## src/rtl/conv3x3_filter.sv

```systemverilog
// 3x3 Gaussian filter [1 2 1;2 4 2;1 2 1] with rounding; optional binarisation under CONV_THRESH_EN.
// Latency 3 cycles (row sums, total, rounded result); one window per clock, no stall/backpressure.
module conv3x3_filter #(
  parameter int PIX_W        = 8,
  parameter int FRAME_PIXELS = 4096
) (
  input  logic             clk,
  input  logic             rst_n,
  input  logic             in_valid,
  input  logic [PIX_W-1:0] pixelr1,
  input  logic [PIX_W-1:0] pixelr2,
  input  logic [PIX_W-1:0] pixelr3,
  input  logic [PIX_W-1:0] pixelr4,
  input  logic [PIX_W-1:0] pixelr5,
  input  logic [PIX_W-1:0] pixelr6,
  input  logic [PIX_W-1:0] pixelr7,
  input  logic [PIX_W-1:0] pixelr8,
  input  logic [PIX_W-1:0] pixelr9,
  output logic [PIX_W-1:0] pixelw,
  output logic             wr,
  output logic             frame_done,
  output logic [11:0]      pix_cnt
`ifdef CONV_THRESH_EN
  ,
  input  logic [PIX_W-1:0] thresh
`endif
);

  localparam int SUM_W = PIX_W + 4;
  localparam logic [11:0] LAST_CNT = 12'(FRAME_PIXELS - 1);

  logic             v1_q, v1_d;
  logic             v2_q, v2_d;
  logic             wr_q, wr_d;
  logic [SUM_W-1:0] row1_q, row1_d;
  logic [SUM_W-1:0] row2_q, row2_d;
  logic [SUM_W-1:0] row3_q, row3_d;
  logic [SUM_W-1:0] sum_q, sum_d;
  logic [SUM_W:0]   rnd;
  logic [PIX_W-1:0] res;
  logic [PIX_W-1:0] pix_out;
  logic [PIX_W-1:0] pixelw_q, pixelw_d;
  logic [11:0]      pix_cnt_q, pix_cnt_d;

  always_comb begin
    v1_d   = in_valid;
    row1_d = row1_q;
    row2_d = row2_q;
    row3_d = row3_q;
    // Datapath registers only load on valid data, so bubbles leave them untouched.
    if (in_valid) begin
      row1_d = SUM_W'(pixelr1) + (SUM_W'(pixelr2) << 1) + SUM_W'(pixelr3);
      row2_d = (SUM_W'(pixelr4) << 1) + (SUM_W'(pixelr5) << 2) + (SUM_W'(pixelr6) << 1);
      row3_d = SUM_W'(pixelr7) + (SUM_W'(pixelr8) << 1) + SUM_W'(pixelr9);
    end

    v2_d  = v1_q;
    sum_d = sum_q;
    if (v1_q) begin
      sum_d = row1_q + row2_q + row3_q;
    end

    rnd = {1'b0, sum_q} + (SUM_W + 1)'(8);
    res = PIX_W'(rnd >> 4);
`ifdef CONV_THRESH_EN
    pix_out = (res >= thresh) ? '1 : '0;
`else
    pix_out = res;
`endif

    wr_d     = v2_q;
    pixelw_d = pixelw_q;
    if (v2_q) begin
      pixelw_d = pix_out;
    end

    pix_cnt_d = pix_cnt_q;
    if (wr_q) begin
      pix_cnt_d = (pix_cnt_q == LAST_CNT) ? 12'd0 : pix_cnt_q + 12'd1;
    end
  end

  always_ff @(posedge clk or negedge rst_n) begin
    if (!rst_n) begin
      v1_q      <= 1'b0;
      v2_q      <= 1'b0;
      wr_q      <= 1'b0;
      row1_q    <= '0;
      row2_q    <= '0;
      row3_q    <= '0;
      sum_q     <= '0;
      pixelw_q  <= '0;
      pix_cnt_q <= '0;
    end else begin
      v1_q      <= v1_d;
      v2_q      <= v2_d;
      wr_q      <= wr_d;
      row1_q    <= row1_d;
      row2_q    <= row2_d;
      row3_q    <= row3_d;
      sum_q     <= sum_d;
      pixelw_q  <= pixelw_d;
      pix_cnt_q <= pix_cnt_d;
    end
  end

  assign pixelw     = pixelw_q;
  assign wr         = wr_q;
  assign pix_cnt    = pix_cnt_q;
  assign frame_done = wr_q && (pix_cnt_q == LAST_CNT);

endmodule
```

## config.mk

```make
export PLATFORM = sky130hd
export DESIGN_NAME = conv3x3_filter
export DESIGN_NICKNAME = d
export VERILOG_FILES = /design/src/rtl/conv3x3_filter.sv
export SDC_FILE = /design/constraint.sdc
export NUM_CORES = 1
export LEC_CHECK = 0
export CAP_MARGIN = 30
export CELL_PAD_IN_SITES_DETAIL_PLACEMENT = 0
export CELL_PAD_IN_SITES_GLOBAL_PLACEMENT = 1
export CORE_MARGIN = 10
export CORE_UTILIZATION = 38
export DETAILED_ROUTE_END_ITERATION = 7
export PLACE_DENSITY_LB_ADDON = 0.08
export SLEW_MARGIN = 20
export SYNTH_ARGS = -nofsm -noshare
export SYNTH_HDL_FRONTEND = slang
export SYNTH_SLANG_ARGS = --single-unit
export TNS_END_PERCENT = 30
```

## constraint.sdc

```tcl
create_clock -name clk -period 3.15 [get_ports clk]
set_clock_uncertainty 0.15 [all_clocks]
set_input_delay 0.63 -clock clk [delete_from_list [all_inputs] [get_ports clk]]
set_output_delay 0.63 -clock clk [all_outputs]
set_load 0.05 [all_outputs]
```

== Yosys cells after proc, flatten, opt, wreduce, memory -nomap -nowiden ==
Index checks and enable logic that the tools add are counted.

* Add/subtract/negate cells: 10
* Equal/unequal tests: 1
* Mux-type cells: 1
* Reductions and logical operators: 1

{| class="wikitable"
|+ Operators by type and width
! cell !! count
|-
| 12-bit adder || 2
|-
| 10-bit by 8-bit adder with 11-bit output || 2
|-
| 8-bit by 9-bit adder with 10-bit output || 2
|-
| 11-bit by 9-bit adder with 12-bit output || 1
|-
| 12-bit by 1-bit adder with 12-bit output (second input constant) || 1
|-
| 12-bit by 4-bit adder with 12-bit output (second input constant) || 1
|-
| 12-bit == test (second input constant) || 1
|-
| 12-bit two-way mux || 1
|-
| 9-bit by 10-bit adder with 11-bit output || 1
|-
| 1-bit logical AND || 1
|}

* Register bits: 71

== Logic depth before layout (Yosys ltp) ==
Gate-level depths: netlist of run 1.

* Depth after elaboration: 2
* Gate-level depth with buffers: 10
* Depth with buffers taken out: 10

== Worst setup path after synthesis of run 1 ==
Ideal clock, no wire load.

* Path type: input to register
* Start point: in pixelr4[1]
* End point: reg row2_q[8]
* Arrival: 2643 ps
* Data required time: 2882 ps
* Setup slack: 239 ps
* Stages: 10
* Cells stage by stage: inv_1 > fa_1 > inv_1 > ha_1 > fa_1 > a21oi_1 > o211ai_1 > a211oi_1 > nor3_1 > a21o_1

* Cells in the longest elaborated chain, start to end: 2

{| class="wikitable"
|+ RTL lines
! item !! RTL line !! source
|-
| start, declared || 13 || <nowiki>input logic [PIX_W-1:0] pixelr4,</nowiki>
|-
| 9-bit by 10-bit adder with 11-bit output || 53 || <nowiki>row2_d = (SUM_W'(pixelr4) << 1) + (SUM_W'(pixelr5) << 2) + (SUM_W'(pixelr6) << 1);</nowiki>
|-
| 11-bit by 9-bit adder with 12-bit output || 53 ||
|-
| end signal, assigned || 99 || <nowiki>row2_q <= row2_d;</nowiki>
|-
| end, declared || 36 || <nowiki>logic [SUM_W-1:0] row2_q, row2_d;</nowiki>
|}

No other way between the ends.
A chain may end at the register's enable or synchronous reset.

== Final worst setup path of run 1 ==
Ends and elaborated chain as after synthesis.

==> results.sh, run 1 <==
export IMPL_stdcell_area_um2=6030
export IMPL_grt_pass1_wl_mm=16.78
export IMPL_synthFlopType="dfrtp_1"
export IMPL_port_buffers=96
export IMPL_area_growth_pct=34.99
export IMPL_critPathKind="input port to flop"
export IMPL_antenna_left=0
export IMPL_die_y_um=128.4
export IMPL_dp_hpwl_mm=8.077
export IMPL_synth_yosys_seq_area_share=0.3473
export IMPL_post_route_util=0.5258
export IMPL_worstPathRequired_ps=3210
export IMPL_antenna_found_initial=0
export IMPL_wl_met1_mm=4.437
export IMPL_cts_root_buf="clkbuf_16"
export IMPL_worst_ep_arrival_time_ps=3110
export IMPL_highest_layer="met4"
export IMPL_synth_compound_area_share=0.1487
export IMPL_synthXorXnorAreaFrac=0.06078
export IMPL_drt_iter0_markers=146
export IMPL_multi_input_area_um2=2776
export IMPL_seqCellArea_um2=1551
export IMPL_netlist_instances=412
export IMPL_drv_slew=0
export IMPL_yosys_area_share_simple=0.09776
export IMPL_synth_edf_count=0
export IMPL_num_antenna_cells=0
export IMPL_peakVddDrop_mv=0.8219
export IMPL_cts_tree="yes"
export IMPL_final_nets=676
export IMPL_cts_buffer_depth=2
export IMPL_min_period_ps=3050
export IMPL_final_fill_count=1072
export IMPL_dr_wl_met3_um=462
export IMPL_worst_slew_pin_transition_ps=736.6
export IMPL_synthesis_nets=558
export IMPL_grt_pass1_vias=3594
export IMPL_yosysTopAreaCellShare=0.3473
export IMPL_rows=39
export IMPL_drive_gt1_frac=0.1271
export IMPL_gp_congestion=0.7947
export IMPL_cts_sinks=62
export IMPL_syn_area_um2=4467
export IMPL_ys_warn_count=0
export IMPL_grt_overflow_total=0
export IMPL_synth_lib_cells_used_distinct=53
export IMPL_max_slew_margin=0.5089
export IMPL_hold_viol=0
export IMPL_die_w_um=128.4
export IMPL_rr_worst_depth=7
export IMPL_synth_top_family_by_area="adder cells"
export IMPL_grt_total_usage=0.1235
export IMPL_outcome="complete, no violations"
export IMPL_wl_met2_mm=4.758
export IMPL_cp_end_kind="flop"
export IMPL_yosys_top_cells_area="dfrtp_1 (35%), fa_1 (15%), ha_1 (11%)"
export IMPL_synth_area_leader_cell="dfrtp_1"
export IMPL_initial_utilization=0.3895
export IMPL_clock_fmax_ghz=0.3278
export IMPL_clk_pin_slew_ps=50
export IMPL_cp_max_fo=2
export IMPL_placed_area_um2=5717
export IMPL_wl_mm=9.830
export IMPL_htreeDepth=3
export IMPL_routedWlPerCell_um=14.50
export IMPL_grt_max_degree=37
export IMPL_synth_async_sr_flop_share=1.000
export IMPL_leakagePower_nw=2.630
export IMPL_core_area_um2=11470
export IMPL_p_per_area_nw_per_um2=829.1
export IMPL_startpoint_type="input port"
export IMPL_setup_violations=0
export IMPL_via_count=3401
export IMPL_clkLatencyLatePin_ps=320
export IMPL_timing_max_cap_violations=0
export IMPL_avgSynthCellArea_um2=10.84
export IMPL_drc=0
export IMPL_vias_per_cell=5.016
export IMPL_synth_mux_area_frac=0.05490
export IMPL_synth_fa_ha_area_frac=0.2543
export IMPL_dieArea_um2=16490
export IMPL_worstHoldPathType="input port to asynchronous set/reset pin"
export IMPL_hold_buffers=0
export IMPL_dr_pass1_iters=4
export IMPL_io_pin_count=97
export IMPL_finalCritPeriodShare=0.9684
export IMPL_synth_seq_cells=62
export IMPL_cts_buffers=9
cells in the mapped netlist (4+ instances only):
cell type  instances
nand3_1           12
o21ai_0           16
dfrtp_1           62
mux2_2            16
a21o_1             9
xor2_1            12
nor2_1            33
o21a_1             5
a31oi_1            5
ha_1              38
a211oi_1           7
o211ai_1           4
fa_1              33
nor3_1            10
nand2_1           18
xnor2_1           19
mux2i_1            5
a21oi_1           24
inv_1             33
critical path: stages:
cell             delay [ps]
clkdlybuf4s50_1         450
inv_1                    50
fa_1                    530
inv_1                    40
ha_1                    220
fa_1                    410
a21oi_2                 180
o211ai_1                140
a211oi_2                230
nor3_1                   60
a21o_1                  180
where the power goes:
group          switching [W]  internal, W  total, W
logic                0.00148      0.00128   0.00275
clock network       0.000331     0.000606  0.000937
registers           0.000240      0.00107   0.00131
registers in the layout (all words and copies together) (netlist names):
register	flops
wr	1
v2_q	1
v1_q	1
pixelw	8
sum_q	9
row2_q	10
pix_cnt	12
row1_q	10
row3_q	10
layout make-up:
cell class              count  area share
multi-input cells         308      0.4605
flip-flops and latches     62      0.2573
clock buffers              11     0.03860
well taps                 143     0.02967
inverters                  33     0.02054
clock inverters             5    0.008300
repair buffers            116      0.1851
final timing paths:
| kind | from | endpoint | slack, ps |
|---|---|---|---|
| max | pixelr4[1] | row2_q[8] | 100 |
| min | rst_n | pix_cnt[6] | 210 |
| min reg2reg | row3_q[7] | row3_q[7] | 360 |
| max in group asynchronous | rst_n | row2_q[6] | 2010 |
| max reg2reg | row1_q[8] | sum_q[9] | 600 |
| min in group clk | row3_q[7] | row3_q[7] | 360 |
cell families after synthesis:
kind of cell             count (synthesis)
AO/OA/AOI/OAI                           95
AND/OR/NAND/NOR                         89
adder cells (fa/ha/maj)                 71
flip-flops                              62
buffers and inverters                   42
XOR/XNOR                                31
multiplexers                            22
per-layer routing:
layer / track usage / vias up
met5: 0 / -
met4: 0.05563 / 0
met3: 0.02341 / 13
met2: 0.2016 / 73
met1: 0.1553 / 1621
li1: - / 1694
stage by stage:
| stage | hold slack, ps | TNS (ps) | total power (W) | instances | setup WS (ps) |
|---|---|---|---|---|---|
| after floorplan | 184.4 | 0 | 0.003283 | 412 | 239.2 |
| after CTS | 239.0 | 0 | 0.005058 | 677 | 13.03 |
| after global routing | 280.5 | -6.221 | 0.005428 | 678 | -6.221 |
| after detailed placement | 350.1 | -2600 | 0.004063 | 661 | -392.7 |
| final | 212.8 | 0 | 0.004999 | 678 | 99.51 |
| after global placement | 340.3 | -2118 | 0.003995 | 661 | -304.7 |
what timing repair did:
item,in CTS,in global routing
cloned,0,0
hold endpoints to repair,0,0
pin swaps,0,2
endpoints found under the setup margin,1,4
buffers inserted,0,1
gates resized for setup,1,5
cells in the final DEF, fill, tap and decap left out, types with 3 or more instances in the layout:
| cell type | count |
|---|---|
| clkdlybuf4s50_1 | 94 |
| a31oi_1 | 5 |
| buf_4 | 20 |
| ha_1 | 38 |
| o211ai_1 | 4 |
| dfrtp_1 | 62 |
| o21a_1 | 5 |
| nor3_1 | 10 |
| a21o_1 | 9 |
| nand2_1 | 18 |
| xnor2_1 | 19 |
| clkinv_2 | 4 |
| fa_1 | 32 |
| inv_1 | 33 |
| nor2_1 | 33 |
| a21oi_1 | 22 |
| clkbuf_16 | 9 |
| o21ai_0 | 15 |
| mux2i_1 | 5 |
| xor2_1 | 12 |
| o2bb2ai_1 | 3 |
| nand3_1 | 12 |
| o21ai_1 | 3 |
| nand4_1 | 3 |
| mux2_2 | 16 |
| a211oi_1 | 6 |
Power figures use the tool's default switching activity.
==> inputs of run 2 (changes only) <==
SLEW_MARGIN = unset   (was 20)
TNS_END_PERCENT = 100   (was 30)
==> results of run 2 <==
Final layout, timing and power as in run 1 (identical DEF).
